<file path="src/rtl/game_pkg.sv">
// -----------------------------------------------------------------------------
// game_pkg
// Shared definitions for the game flow controller and the HUD block:
//   - flow state encodings (TITLE/PLAY/OVER/CLEAR)
//   - centre banner geometry (16x32 characters, 11 characters wide)
//   - banner strings and colours
// No ports; imported with "import game_pkg::*;".
// -----------------------------------------------------------------------------
package game_pkg;

  typedef enum logic [1:0] {
    TITLE = 2'd0,
    PLAY  = 2'd1,
    OVER  = 2'd2,
    CLEAR = 2'd3
  } flow_state_t;

  // Banner geometry: 8x16 font glyphs drawn at 2x scale.
  localparam int CHAR_W  = 16;
  localparam int CHAR_H  = 32;
  localparam int BAN_LEN = 11;
  localparam int BAN_W   = CHAR_W * BAN_LEN;

  // Banner text, space padded to BAN_LEN characters, leftmost char in the MSBs.
  localparam logic [87:0] STR_TITLE = "PRESS START";
  localparam logic [87:0] STR_OVER  = "GAME OVER  ";
  localparam logic [87:0] STR_CLEAR = "  CLEAR!   ";
  localparam logic [87:0] STR_BLANK = "           ";

  // Banner colours (4 bits per channel, RGB).
  localparam logic [11:0] RGB_TITLE = 12'hfff;
  localparam logic [11:0] RGB_OVER  = 12'hf00;
  localparam logic [11:0] RGB_CLEAR = 12'h0f0;

endpackage

</file>
<file path="src/rtl/btn_edge_sync.sv">
// -----------------------------------------------------------------------------
// btn_edge_sync
// Two-flop synchroniser for a raw button followed by a registered rising-edge
// detector. A press yields exactly one pulse cycle, three clocks after the
// button rises. A button that is already held when reset is released is not
// reported: the detector stays disarmed until the synchronised button has
// been seen low after reset, so a release and a fresh press are required.
// Ports:
//   clk    in   clock
//   rst    in   synchronous active-high reset
//   btn    in   raw asynchronous button, active-high
//   pulse  out  one-cycle pulse per press
// -----------------------------------------------------------------------------
module btn_edge_sync (
  input  logic clk,
  input  logic rst,
  input  logic btn,
  output logic pulse
);

  logic sync1_r;
  logic sync2_r;
  logic prev_r;
  logic fill1_r;
  logic fill2_r;
  logic armed_r;
  logic pulse_r;

  // Synchroniser chain, edge reference, arming and registered edge pulse.
  always_ff @(posedge clk) begin
    if (rst) begin
      sync1_r <= 1'b0;
      sync2_r <= 1'b0;
      prev_r  <= 1'b0;
      fill1_r <= 1'b0;
      fill2_r <= 1'b0;
      armed_r <= 1'b0;
      pulse_r <= 1'b0;
    end else begin
      sync1_r <= btn;
      sync2_r <= sync1_r;
      prev_r  <= sync2_r;
      // fill2_r marks that sync2_r now holds a real post-reset sample rather
      // than its reset value, so arming only trusts a genuine "released".
      fill1_r <= 1'b1;
      fill2_r <= fill1_r;
      if (fill2_r && !sync2_r) begin
        armed_r <= 1'b1;
      end else begin
        armed_r <= armed_r;
      end
      pulse_r <= sync2_r & ~prev_r & armed_r;
    end
  end

  assign pulse = pulse_r;

endmodule

</file>
<file path="src/rtl/font_rom_vhd.sv">
// -----------------------------------------------------------------------------
// font_rom_vhd
// Shared 8x16 font ROM with a registered (1 clock) read. Address is
// {char_code[6:0], row[3:0]}; data bit 7 is the leftmost pixel. Glyphs are a
// 5x7 face placed in rows 4..10, pixel columns 1..5; unlisted codes (including
// space) read as blank.
// Ports:
//   clk   in   clock
//   addr  in   {char_code, row}
//   data  out  pixel row, registered
// -----------------------------------------------------------------------------
module font_rom_vhd (
  input  logic        clk,
  input  logic [10:0] addr,
  output logic [7:0]  data
);

  logic [34:0] glyph_s;
  logic [4:0]  face_row_s;
  logic [7:0]  data_r;

  // Glyph lookup: seven 5-bit rows, top row in the MSBs.
  always_comb begin
    case (addr[10:4])
      7'h21:   glyph_s = 35'b00100_00100_00100_00100_00100_00000_00100; // !
      7'h41:   glyph_s = 35'b01110_10001_10001_11111_10001_10001_10001; // A
      7'h43:   glyph_s = 35'b01110_10001_10000_10000_10000_10001_01110; // C
      7'h45:   glyph_s = 35'b11111_10000_10000_11110_10000_10000_11111; // E
      7'h47:   glyph_s = 35'b01110_10001_10000_10111_10001_10001_01111; // G
      7'h4c:   glyph_s = 35'b10000_10000_10000_10000_10000_10000_11111; // L
      7'h4d:   glyph_s = 35'b10001_11011_10101_10101_10001_10001_10001; // M
      7'h4f:   glyph_s = 35'b01110_10001_10001_10001_10001_10001_01110; // O
      7'h50:   glyph_s = 35'b11110_10001_10001_11110_10000_10000_10000; // P
      7'h52:   glyph_s = 35'b11110_10001_10001_11110_10100_10010_10001; // R
      7'h53:   glyph_s = 35'b01111_10000_10000_01110_00001_00001_11110; // S
      7'h54:   glyph_s = 35'b11111_00100_00100_00100_00100_00100_00100; // T
      7'h56:   glyph_s = 35'b10001_10001_10001_10001_10001_01010_00100; // V
      default: glyph_s = 35'd0;
    endcase
  end

  // Row select within the 16-row cell.
  always_comb begin
    case (addr[3:0])
      4'd4:    face_row_s = glyph_s[34:30];
      4'd5:    face_row_s = glyph_s[29:25];
      4'd6:    face_row_s = glyph_s[24:20];
      4'd7:    face_row_s = glyph_s[19:15];
      4'd8:    face_row_s = glyph_s[14:10];
      4'd9:    face_row_s = glyph_s[9:5];
      4'd10:   face_row_s = glyph_s[4:0];
      default: face_row_s = 5'd0;
    endcase
  end

  // Registered read port.
  always_ff @(posedge clk) begin
    data_r <= {1'b0, face_row_s, 2'b00};
  end

  assign data = data_r;

endmodule

</file>
<file path="src/rtl/game_flow_ctrl.sv">
// -----------------------------------------------------------------------------
// game_flow_ctrl
// Game flow state machine (TITLE -> PLAY -> OVER/CLEAR -> TITLE) and the
// centre-screen banner renderer. The banner output lags x/y by one clock
// because of the font ROM read; the parent delays its own layers to match.
// Ports:
//   clk        in   pixel clock
//   rst        in   synchronous active-high reset
//   x, y       in   current pixel column / row (10 bits)
//   btn_start  in   raw start button, active-high
//   game_over  in   one-cycle pulse, lives exhausted
//   ending     in   one-cycle pulse, coin goal reached
//   game_st    out  1 while in PLAY
//   state      out  current flow state
//   restart    out  one-cycle pulse with the first PLAY cycle
//   on         out  banner pixel active (for x/y of the previous clock)
//   rgb        out  banner colour
// -----------------------------------------------------------------------------
module game_flow_ctrl
  import game_pkg::*;
#(
  parameter int HOLD_CYCLES  = 25_000_000,
  parameter int BLINK_CYCLES = 12_500_000,
  parameter int BAN_X        = 232,
  parameter int BAN_Y        = 224
) (
  input  logic        clk,
  input  logic        rst,
  input  logic [9:0]  x,
  input  logic [9:0]  y,
  input  logic        btn_start,
  input  logic        game_over,
  input  logic        ending,
  output logic        game_st,
  output logic [1:0]  state,
  output logic        restart,
  output logic        on,
  output logic [11:0] rgb
);

  localparam int HOLD_W  = (HOLD_CYCLES  > 2) ? $clog2(HOLD_CYCLES)  : 1;
  localparam int BLINK_W = (BLINK_CYCLES > 2) ? $clog2(BLINK_CYCLES) : 1;
  localparam logic [HOLD_W-1:0]  HOLD_LOAD  = HOLD_W'(HOLD_CYCLES - 1);
  localparam logic [BLINK_W-1:0] BLINK_LAST = BLINK_W'(BLINK_CYCLES - 1);
  localparam logic [9:0] X_LO = 10'(BAN_X);
  localparam logic [9:0] X_HI = 10'(BAN_X + BAN_W);
  localparam logic [9:0] Y_LO = 10'(BAN_Y);
  localparam logic [9:0] Y_HI = 10'(BAN_Y + CHAR_H);

  logic               start_p_s;
  flow_state_t        state_r;
  flow_state_t        next_state_s;
  logic               restart_r;
  logic               game_st_r;
  logic               restart_set_s;
  logic               enter_hold_s;
  logic               enter_title_s;
  logic [HOLD_W-1:0]  hold_cnt_r;
  logic [BLINK_W-1:0] blink_cnt_r;
  logic               blink_r;

  logic [6:0]  half_x_s;
  logic [3:0]  col_s;
  logic [2:0]  bit_s;
  logic [3:0]  row_s;
  logic        in_region_s;
  logic        banner_en_s;
  logic [87:0] str_s;
  logic [6:0]  char_s;
  logic [11:0] colour_s;
  logic [10:0] rom_addr_s;
  logic [7:0]  rom_data_s;
  logic        region_r;
  logic [2:0]  bit_r;
  logic        en_r;
  logic [11:0] rgb_r;

  btn_edge_sync u_start_sync (
    .clk   (clk),
    .rst   (rst),
    .btn   (btn_start),
    .pulse (start_p_s)
  );

  // Flow state register plus the registered restart / play flags.
  always_ff @(posedge clk) begin
    if (rst) begin
      state_r   <= TITLE;
      restart_r <= 1'b0;
      game_st_r <= 1'b0;
    end else begin
      state_r   <= next_state_s;
      restart_r <= restart_set_s;
      game_st_r <= (next_state_s == PLAY);
    end
  end

  // Next-state logic; game_over beats ending when both arrive together.
  always_comb begin
    next_state_s = state_r;
    case (state_r)
      TITLE: begin
        if (start_p_s) next_state_s = PLAY;
        else           next_state_s = TITLE;
      end
      PLAY: begin
        if (game_over)   next_state_s = OVER;
        else if (ending) next_state_s = CLEAR;
        else             next_state_s = PLAY;
      end
      OVER, CLEAR: begin
        // A press during the lockout is dropped, not remembered.
        if (start_p_s && (hold_cnt_r == '0)) next_state_s = TITLE;
        else                                 next_state_s = state_r;
      end
      default: next_state_s = TITLE;
    endcase
  end

  // Transition decodes feeding the registered outputs and counters.
  always_comb begin
    restart_set_s = 1'b0;
    enter_hold_s  = 1'b0;
    enter_title_s = 1'b0;
    if ((state_r == TITLE) && (next_state_s == PLAY)) restart_set_s = 1'b1;
    else                                              restart_set_s = 1'b0;
    if (((next_state_s == OVER) || (next_state_s == CLEAR)) && (next_state_s != state_r))
      enter_hold_s = 1'b1;
    else
      enter_hold_s = 1'b0;
    if ((next_state_s == TITLE) && (state_r != TITLE)) enter_title_s = 1'b1;
    else                                               enter_title_s = 1'b0;
  end

  // Start-button lockout after reaching OVER or CLEAR; saturates at zero.
  always_ff @(posedge clk) begin
    if (rst) begin
      hold_cnt_r <= '0;
    end else if (enter_hold_s) begin
      hold_cnt_r <= HOLD_LOAD;
    end else if (hold_cnt_r != '0) begin
      hold_cnt_r <= hold_cnt_r - 1'b1;
    end else begin
      hold_cnt_r <= hold_cnt_r;
    end
  end

  // Free-running blink timer; the phase flag restarts visible on TITLE entry.
  always_ff @(posedge clk) begin
    if (rst) begin
      blink_cnt_r <= '0;
      blink_r     <= 1'b0;
    end else begin
      if (blink_cnt_r == BLINK_LAST) blink_cnt_r <= '0;
      else                           blink_cnt_r <= blink_cnt_r + 1'b1;
      if (enter_title_s)                   blink_r <= 1'b0;
      else if (blink_cnt_r == BLINK_LAST)  blink_r <= ~blink_r;
      else                                 blink_r <= blink_r;
    end
  end

  // Banner coordinates: every font pixel covers a 2x2 screen block.
  assign half_x_s    = 7'((x - X_LO) >> 1);
  assign col_s       = half_x_s[6:3];
  assign bit_s       = half_x_s[2:0];
  assign row_s       = 4'((y - Y_LO) >> 1);
  assign in_region_s = (x >= X_LO) && (x < X_HI) && (y >= Y_LO) && (y < Y_HI);
  assign banner_en_s = (state_r != PLAY) && !((state_r == TITLE) && blink_r);

  // Banner text and colour for the current state.
  always_comb begin
    str_s    = STR_BLANK;
    colour_s = RGB_TITLE;
    case (state_r)
      TITLE: begin
        str_s    = STR_TITLE;
        colour_s = RGB_TITLE;
      end
      OVER: begin
        str_s    = STR_OVER;
        colour_s = RGB_OVER;
      end
      CLEAR: begin
        str_s    = STR_CLEAR;
        colour_s = RGB_CLEAR;
      end
      default: begin
        str_s    = STR_BLANK;
        colour_s = RGB_TITLE;
      end
    endcase
  end

  // Character code for the current banner column (ASCII fits in 7 bits).
  always_comb begin
    case (col_s)
      4'd0:    char_s = str_s[86:80];
      4'd1:    char_s = str_s[78:72];
      4'd2:    char_s = str_s[70:64];
      4'd3:    char_s = str_s[62:56];
      4'd4:    char_s = str_s[54:48];
      4'd5:    char_s = str_s[46:40];
      4'd6:    char_s = str_s[38:32];
      4'd7:    char_s = str_s[30:24];
      4'd8:    char_s = str_s[22:16];
      4'd9:    char_s = str_s[14:8];
      4'd10:   char_s = str_s[6:0];
      default: char_s = 7'h20;
    endcase
  end

  assign rom_addr_s = {char_s, row_s};

  font_rom_vhd u_font (
    .clk  (clk),
    .addr (rom_addr_s),
    .data (rom_data_s)
  );

  // Align region, bit index, enable and colour with the ROM read.
  always_ff @(posedge clk) begin
    if (rst) begin
      region_r <= 1'b0;
      bit_r    <= 3'd0;
      en_r     <= 1'b0;
      rgb_r    <= RGB_TITLE;
    end else begin
      region_r <= in_region_s;
      bit_r    <= bit_s;
      en_r     <= banner_en_s;
      rgb_r    <= colour_s;
    end
  end

  // Font data bit 7 is the leftmost pixel of the glyph row.
  assign on      = region_r & rom_data_s[3'd7 - bit_r] & en_r;
  assign rgb     = rgb_r;
  assign state   = state_r;
  assign game_st = game_st_r;
  assign restart = restart_r;

endmodule

</file>
<file path="config.mk">
export PLATFORM = sky130hd
export DESIGN_NAME = game_flow_ctrl
export DESIGN_NICKNAME = d
export VERILOG_FILES = /design/src/rtl/game_pkg.sv /design/src/rtl/btn_edge_sync.sv /design/src/rtl/font_rom_vhd.sv /design/src/rtl/game_flow_ctrl.sv
export SDC_FILE = /design/constraint.sdc
export NUM_CORES = 1
export LEC_CHECK = 0
export CAP_MARGIN = 20
export CORE_MARGIN = 5
export CORE_UTILIZATION = 50
export CTS_CLUSTER_DIAMETER = 200
export DETAILED_ROUTE_END_ITERATION = 6
export PLACE_DENSITY_LB_ADDON = 0.08
export SLEW_MARGIN = 20
export SYNTH_ARGS = -nofsm -noshare
export SYNTH_HDL_FRONTEND = slang
export SYNTH_SLANG_ARGS = --single-unit
</file>
<file path="constraint.sdc">
create_clock -name clk -period 11 [get_ports clk]
set_clock_uncertainty 0.2 [all_clocks]
set_input_delay 2.2 -clock clk [delete_from_list [all_inputs] [get_ports clk]]
set_output_delay 2.2 -clock clk [all_outputs]
set_load 0.005 [all_outputs]
</file>
== Yosys cells after proc, flatten, opt, wreduce, memory -nomap -nowiden ==
Cells that the tools add are included.
Storage, ports and cells
  register bits: 83
  latch bits: 0
  RAM bits: 0
  ROM bits: 0
  input bits: 25
  output and inout bits: 17
  memories kept: 0
Cells by class
  add/sub/neg operators: 5
  multipliers: 0
  divide/modulo/power cells: 0
  magnitude comparators: 5
  eq/ne operators: 39
  shift operators: 0
  mux-type cells: 18
  bitwise logic cells: 6
  reductions and logical operators: 24
Operator list (number)
  case mux 35 bit (13 select lines): 1
  case mux 87 bit (3 select lines): 1
  == test 7 bit, second input constant: 12
  case mux 7 bit (11 select lines): 1
  2-to-1 mux 25 bit: 2
  case mux 5 bit (7 select lines): 1
  == test 4 x 3 -> 1 bit, second input constant: 8
  logical NOT 25 bit: 1
  nonzero test 25 bit: 1
  subtractor 25 x 1 -> 25 bit, second input constant: 1
  adder 24 x 1 -> 24 bit, second input constant: 1
  == test 24 bit, second input constant: 1
  == test 4 bit, second input constant: 6
  case mux 12 bit (2 select lines): 1
  greater-or-equal comparator 10 x 8 -> 1 bit, second input constant: 2
  less-than comparator 10 x 9 -> 1 bit, second input constant: 2
  logical AND 1 bit: 10
  == test 2 bit, second input constant: 4
  == test 4 x 2 -> 1 bit, second input constant: 2
  OR reduction 2 bit: 4
  subtractor 8 bit, second input constant: 1
  == test 7 x 6 -> 1 bit, second input constant: 1
  2-to-1 mux 1 bit: 6
  2-to-1 mux 2 bit: 3
  other kinds (16): 24

== Depth between registers and ports, before layout ==
  depth after elaboration: 9
  depth in mapped cells: 15
  gate-level depth less buffers: 11

== Hierarchy ==
From an unflattened synthesis, not the netlist that was laid out.
Second synthesis, totals
  cells, all modules: 591
  area, all modules: 4812.1 µm²
Modules (own cells, without submodules)
  game_flow_ctrl: times used 1, cells each 437, area each 3681.0 µm², seq. area each 1241.2 µm²
  font_rom_vhd: times used 1, cells each 138, area each 924.6 µm², seq. area each 100.1 µm²
  btn_edge_sync: times used 1, cells each 16, area each 206.4 µm², seq. area each 140.1 µm²

== Worst setup path before layout ==
No wires, ideal clock.
  kind: in2reg
  start: input x[3]
  end: register u_font.data_r[2], in the netlist u_font.data[2]
  setup time: 0.075 ns
  arrival: 4.925 ns
  setup slack: 5.801 ns
  cell stages on the path: 12
  buffers on the path: 1
  path through: buf_2 > inv_1 > ha_1 > xnor2_1 > mux2_2 > a21boi_0 > a32o_1 > nand2_1 > or4_1 > a32o_1 > o2111a_1 > o22ai_1
Between the ends
  cells in the longest elaborated chain, start to end: 6
RTL lines
  start, declared: line game_flow_ctrl.sv:29  | input logic [9:0] x,
  subtractor 8 bit *: line game_flow_ctrl.sv:163  | assign half_x_s = 7'((x - X_LO) >> 1);
  == test 4 bit, or another cell as far along: line game_flow_ctrl.sv:196  | case (col_s)
  case mux 7 bit (11 select lines) *: line game_flow_ctrl.sv:196
  == test 7 bit / == test 7 x 6 -> 1 bit (equally long branches): line font_rom_vhd.sv:24  | case (addr[10:4])
  case mux 35 bit (13 select lines) *: line font_rom_vhd.sv:24
  case mux 5 bit (7 select lines) *: line font_rom_vhd.sv:44  | case (addr[3:0])
  named net u_font.face_row_s[0]: line font_rom_vhd.sv:19  | logic [4:0] face_row_s;
  end signal, assigned: line font_rom_vhd.sv:58  | data_r <= {1'b0, face_row_s, 2'b00};
  end, declared: line font_rom_vhd.sv:20  | logic [7:0] data_r;
The timed path passes the listed nets; every way through them passes the cells marked *.
A chain may end at the register's enable or synchronous reset.

== Final worst setup path ==
  start: input x[3]
  end: register u_font.data_r[3], in the netlist u_font.data[3]
Same word-level chain as after synthesis.

==> qor.yml <==
grt:
  grt_max_degree: 33
  track_usage: 0.1990
  grt_pass1_vias: 4164
  grt_pass1_wl_um: 19200
  grt-ovfl-total: 0
  antenna_found_initial: 0
detailed_routing:
  drc_errors: 0
  via_per_inst: 5.852
  ant_nets: 0
  initialDrtViolationCount: 236
  num_vias: 4401
  wl_per_cell_um: 15.13
  routed_wl_um: 11380
  dr.pass1.iters: 5
floorplanning:
  dieArea_um2: 11660
  start_util: 0.5171
  die_x_um: 108.0
  die_h_um: 108.0
  rows: 35
  core-area_um2: 9284
  pin_count: 42
synth:
  ys_seq_area_frac: 0.3086
  synth.net_count: 642
  netlist_area_um2: 4801
  netlist_instances: 608
  synth-seq-cells: 74
  ys_types: 73
  yosys_warnings: 0
  synth_top_area_share: 0.3086
  async_flop_share: 0
  synth_top_flop_cell: "dfxtp_1"
  synth_area_leaders: "dfxtp_1 31%, nor2_1 6.6%, xnor2_1 4.6%"
  synth_top_area_cell: "dfxtp_1"
  synth_edf_count: 0
  avgSynthCellArea_um2: 7.896
sta:
  rsz0062_at_grt: "false"
  max_slew_margin: 0.2926
  tns_ns: 0
  finalCriticalPeriod_ns: 6.682
  fmax_mhz: 149.7
  finalHoldViolCount: 0
  slew_viol_final: 0
  fin_crit_sh: 0.6075
  worst_pin_slew_ns: 1.060
  setup_viol: 0
cts:
  clk_latency_ns: 0.35
  clk_pin_slew_worst_paths_ns: 0.08
  cts_sinks: 74
  htree_levels: 3
  cts_buffer_depth: 2
  cts_tree: "done"
  cts_made_buffers: 9
  root_buffer: "clkbuf_8"
  postCtsSetupRepairBufs: 0
  cts_resized: 0
  cts_hold_buf: 0
final_layout:
  nets: 652
  fill_cells: 876
  antennaDiodeCount: 0
  fin_area_um2: 5344
  area_delta_synth_final_pct: 11.31
  drive_gt1_frac: 0.07384
worst_hold_path:
  hold_path_class: "reg -> reg"
  min_path_cells: 1
job:
  cap_violations: 0
setup_path:
  slowest_stage: "xor2_1"
  startpoint_type: "primary input"
  worst-path-max-fanout: 23
  crit_chain: "clkdlybuf4s50_1 -> inv_1 -> ha_1 -> xor2_1 -> nor2_1 -> o32ai_1 -> o2111ai_1 -> nand2_2 -> a21oi_1 -> o211ai_1 -> nand3_1 -> or3_1"
  reg2regPathDepth: 11
  crit_path_end_kind: "flip-flop"
  path_class: "in -> reg"
  slowest_delay_ns: 0.71
  cp.required_ns: 11.04
  cp.arrival_ns: 6.72
place:
  place_hpwl_um: 8003
  port_buffers: 39
  globalplace.congestion: 0.9394
  placed_area_um2: 5117
status:
  status: "finished clean"
power_and_ir_drop:
  ir_drop_v: 0.00009658
  cellLeakagePower_nw: 1.912
  powerDensity_nw_per_um2: 172.4
  power_mw: 0.9213
==> cell usage in the layout, fill, tap and decap left out, types with 7 or more instances in the layout <==
cell	n
dfxtp_1	74
clkdlybuf4s50_1	39
xnor2_1	25
xor2_1	22
nor4_1	11
nor2_1	85
nand3b_1	7
o21ai_2	11
nand2_1	44
nand2b_1	14
nor2b_1	11
ha_1	9
nor3_1	21
a21oi_1	21
a211oi_1	9
clkbuf_8	10
o21ai_0	29
nand4_1	11
nand3_1	20
o211ai_1	9
or4_1	7
or3_1	8
inv_1	16
==> cell usage after synthesis, drive strengths merged, types with 4 or more instances <==
library cell / n
nor2: 86
dfxtp: 74
nand2: 47
o21ai: 40
xnor2: 25
buf: 24
a21oi: 22
xor2: 22
nor3: 21
nand3: 20
clkbuf: 17
inv: 16
nand2b: 14
nor4: 12
nand4: 11
nor2b: 11
o211ai: 10
a211oi: 9
ha: 9
or3: 9
and2: 8
or4: 8
nand3b: 7
o22ai: 6
a211o: 5
a31oi: 5
and3: 5
or2: 5
a21boi: 4
a21o: 4
mux2i: 4
nor4b: 4
o32ai: 4
==> registers in the layout, indices dropped and copies added, names as in the netlist, 2 cells and up <==
register	cells
bit_r	3
blink_cnt_r	24
hold_cnt_r	25
rgb	3
state	2
u_font.data	5
==> layer usage <==
layer / wire [um] / up-vias / track usage
met5: 0 / - / 0
met4: 116 / 0 / 0.05410
met3: 769 / 12 / 0.05015
met2: 5052 / 148 / 0.3108
met1: 5442 / 2035 / 0.2734
li1: - / 2206 / -
==> through the flow <==
| step | hold slack, ns | worst slack, ns | utilization | cells |
|---|---|---|---|---|
| CTS | 0.2160 | 4.493 | 0.5756 | 752 |
| global route | 0.2394 | 3.965 | 0.5756 | 752 |
| global placement | 0.1923 | 4.174 | 0.5512 | 736 |
| detailed placement | 0.1958 | 4.117 | 0.5512 | 736 |
| finish | 0.2150 | 4.318 | 0.5756 | 752 |
| floorplan | 0.1736 | 5.801 | - | 608 |
==> final timing paths <==
path / from / to / slack, ns
worst min register to register: u_start_sync.prev_r$_SDFF_PP0_ / u_start_sync.pulse$_SDFF_PP0_ / 0.21
worst min-delay path: u_start_sync.prev_r$_SDFF_PP0_ / u_start_sync.pulse$_SDFF_PP0_ / 0.21
worst max-delay path: x[3] / u_font.data[3]$_DFF_P_ / 4.32
worst max register to register: state[0]$_SDFF_PP0_ / u_font.data[3]$_DFF_P_ / 7.26
==> critical path: cells and delay by family <==
kind / cells / cell delay [ns]
AOI/OAI and AO/OA: 4 / 1.31
xor gates and xnor gates: 1 / 0.71
adders and majority gates: 1 / 0.70
buffers and inverters: 2 / 0.80
and+or+nand+nor: 4 / 0.99
==> layout make-up <==
class / count / area (um^2) / area share
inverters: 16 / 60.06 / 0.01124
repair buffers: 40 / 397.9 / 0.07446
clock buffers: 11 / 141.4 / 0.02646
flip-flops and latches: 74 / 1481 / 0.2772
multi-input cells: 477 / 3017 / 0.5645
clock inverters: 5 / 85.08 / 0.01592
well taps: 129 / 161.4 / 0.03020
==> logic make-up after synthesis <==
group                      Yosys count  synth area share
AOI/OAI and AO/OA                  140            0.2119
adders and majority gates            9           0.02346
buffers and inverters               57           0.06307
xor gates and xnor gates            47           0.08574
muxes                                6           0.01303
DFF                                 74            0.3086
and+or+nand+nor                    275            0.2942
==> report_power, final <==
part | internal (mW) | total [mW] | switching, mW | leakage, nW
Clock | 0.136 | 0.236 | 0.100 | 0.111
Sequential | 0.308 | 0.342 | 0.0338 | 0.603
Combinational | 0.151 | 0.344 | 0.193 | 1.20
Power figures use the tool's default switching activity.
==> edit (config.mk and constraints unchanged) <==
Set the parameter `BLINK_CYCLES` to 25_000_000 (it was 12_500_000).
--- a/src/rtl/game_flow_ctrl.sv
+++ b/src/rtl/game_flow_ctrl.sv
@@ -21,5 +21,5 @@
 #(
   parameter int HOLD_CYCLES  = 25_000_000,
-  parameter int BLINK_CYCLES = 12_500_000,
+  parameter int BLINK_CYCLES = 25_000_000,
   parameter int BAN_X        = 232,
   parameter int BAN_Y        = 224
Function: no difference found for any inputs over 10 cycles, from zero or initial values and one cycle with rst high; that may be too few to reach the edited logic, so the function may still have changed.
==> edit against the original RTL <==
- synthesized cell count rose by 0.82%
- critical endpoint is now u_font.data[2]
- worst setup slack improved by 0.34 ns
- synthesized area rose by 1.1%
- critical path type unchanged
- total power barely moved
- largest power group unchanged
- wire length rose by 3.9%
- critical path depth did not move
- sequential cell count rose by 1
- final area rose by 0.59%
==> edit: results <==
[outcome]
status = completed

[logic_synthesis]
avgSynthCellArea_um2 = 7.92
synthTopCellsByCount = dfxtp_1, nor2_1, nand2_1
ys_ff_latch = 75
ys_seq_area_frac = 0.309
yosys-top-cells-area = dfxtp_1, nor2_1, xnor2_1
syn_nets = 647
synth-main-ff-cell = dfxtp_1

[finish]
clk_share = 0.0326
seq-cell-share = 0.279
drive_gt1_frac = 0.0587
buffers_excl_clock = 43
fillers = 942
multi_input_cells = 481
multi_input_area_um2 = 3050
nClkBuffers = 12
final_nets = 660
final-nonclk-buf-share = 0.0782

[routing]
met1Wirelength_mm = 5.33
finalWirelength_mm = 11.8
routedWlPerCell_um = 15.5
met2WireLength_mm = 5.70
drt_first_pass_iters = 5
vias = 4464
wl_met3_um = 573

[setup_path]
cpMaxStageDelayCell = a31oi_1
crit_arrival_ns = 6.36
crit_path_max_incr_delay_ns = 0.77
path_max_fanout = 19

[power]
static-leakage-power_nw = 1.85
ir_drop_uv = 191

[grt]
grt_pass1_wl_mm = 19.6
grt_pass1_vias = 4163
grt_use_met1 = 0.258
grt_use_total = 0.204
use_met3 = 0.0364
grt_max_degree = 34
grt_util_met2 = 0.346

[place]
hpwlAfterDp_mm = 8.50
routabilityCongestion = 0.891
placed_cells = 748

[clock_tree]
cts-buffers-inserted = 9

[timing]
worst_pin_slew_ns = 0.974
==> edit: cell count changes in the layout (fill, tap and decap cells not counted), sizes merged, moves of 5 or more <==
cell / delta
nand2b: -6
xnor2: +5
nor2: -10
nand2: +8
nand3: +11
nand3b: -6
==> edit: report_power, final <==
part | internal [mW] | switching, mW | total (mW)
clock | 0.103 | 0.0909 | 0.194
combinational | 0.163 | 0.203 | 0.366
sequential | 0.318 | 0.0435 | 0.361
total | 0.584 | 0.337 | 0.921
==> edit: through the flow <==
stage / setup slack [ns] / cell area (µm²) / utilization
2_1_floorplan: 5.87 / 4850 / -
3_3_place_gp: 4.33 / 5200 / 0.539
3_5_place_dp: 4.38 / 5200 / 0.539
4_1_cts: 4.72 / 5380 / 0.558
5_1_grt: 4.33 / 5380 / 0.558
6_report: 4.65 / 5380 / 0.558
==> edit: kinds of logic after synthesis <==
group | after synthesis | synth area share
AO/OA/AOI/OAI | 136 | 0.201
multiplexers | 4 | 0.00825
flip-flops | 75 | 0.309
XOR/XNOR | 55 | 0.101
buffers and inverters | 57 | 0.0619
adder cells (fa/ha/maj) | 9 | 0.0232
AND/OR/NAND/NOR | 277 | 0.295
==> edit: final timing paths <==
kind / startpoint / end / slack (ns) / cells past startpoint
hold reg to reg: u_start_sync.prev_r / u_start_sync.pulse / 0.20 / 1
hold / removal: u_start_sync.prev_r / u_start_sync.pulse / 0.20 / 1
setup reg to reg: state[0] / u_font.data[2] / 7.29 / 10
setup / recovery: x[3] / u_font.data[2] / 4.65 / 12
==> edit: worst reg2reg max path, stage by stage, from the launching register on <==
cell and delay, ns:
dfxtp_1 0.42, inv_1 0.15, ha_1 0.28, o21ai_0 0.50
a2111o_1 0.23, o2111a_1 0.30, nand3_1 0.36, or3_1 0.47
a221oi_1 0.33, a2111oi_1 0.10, a31oi_1 0.26
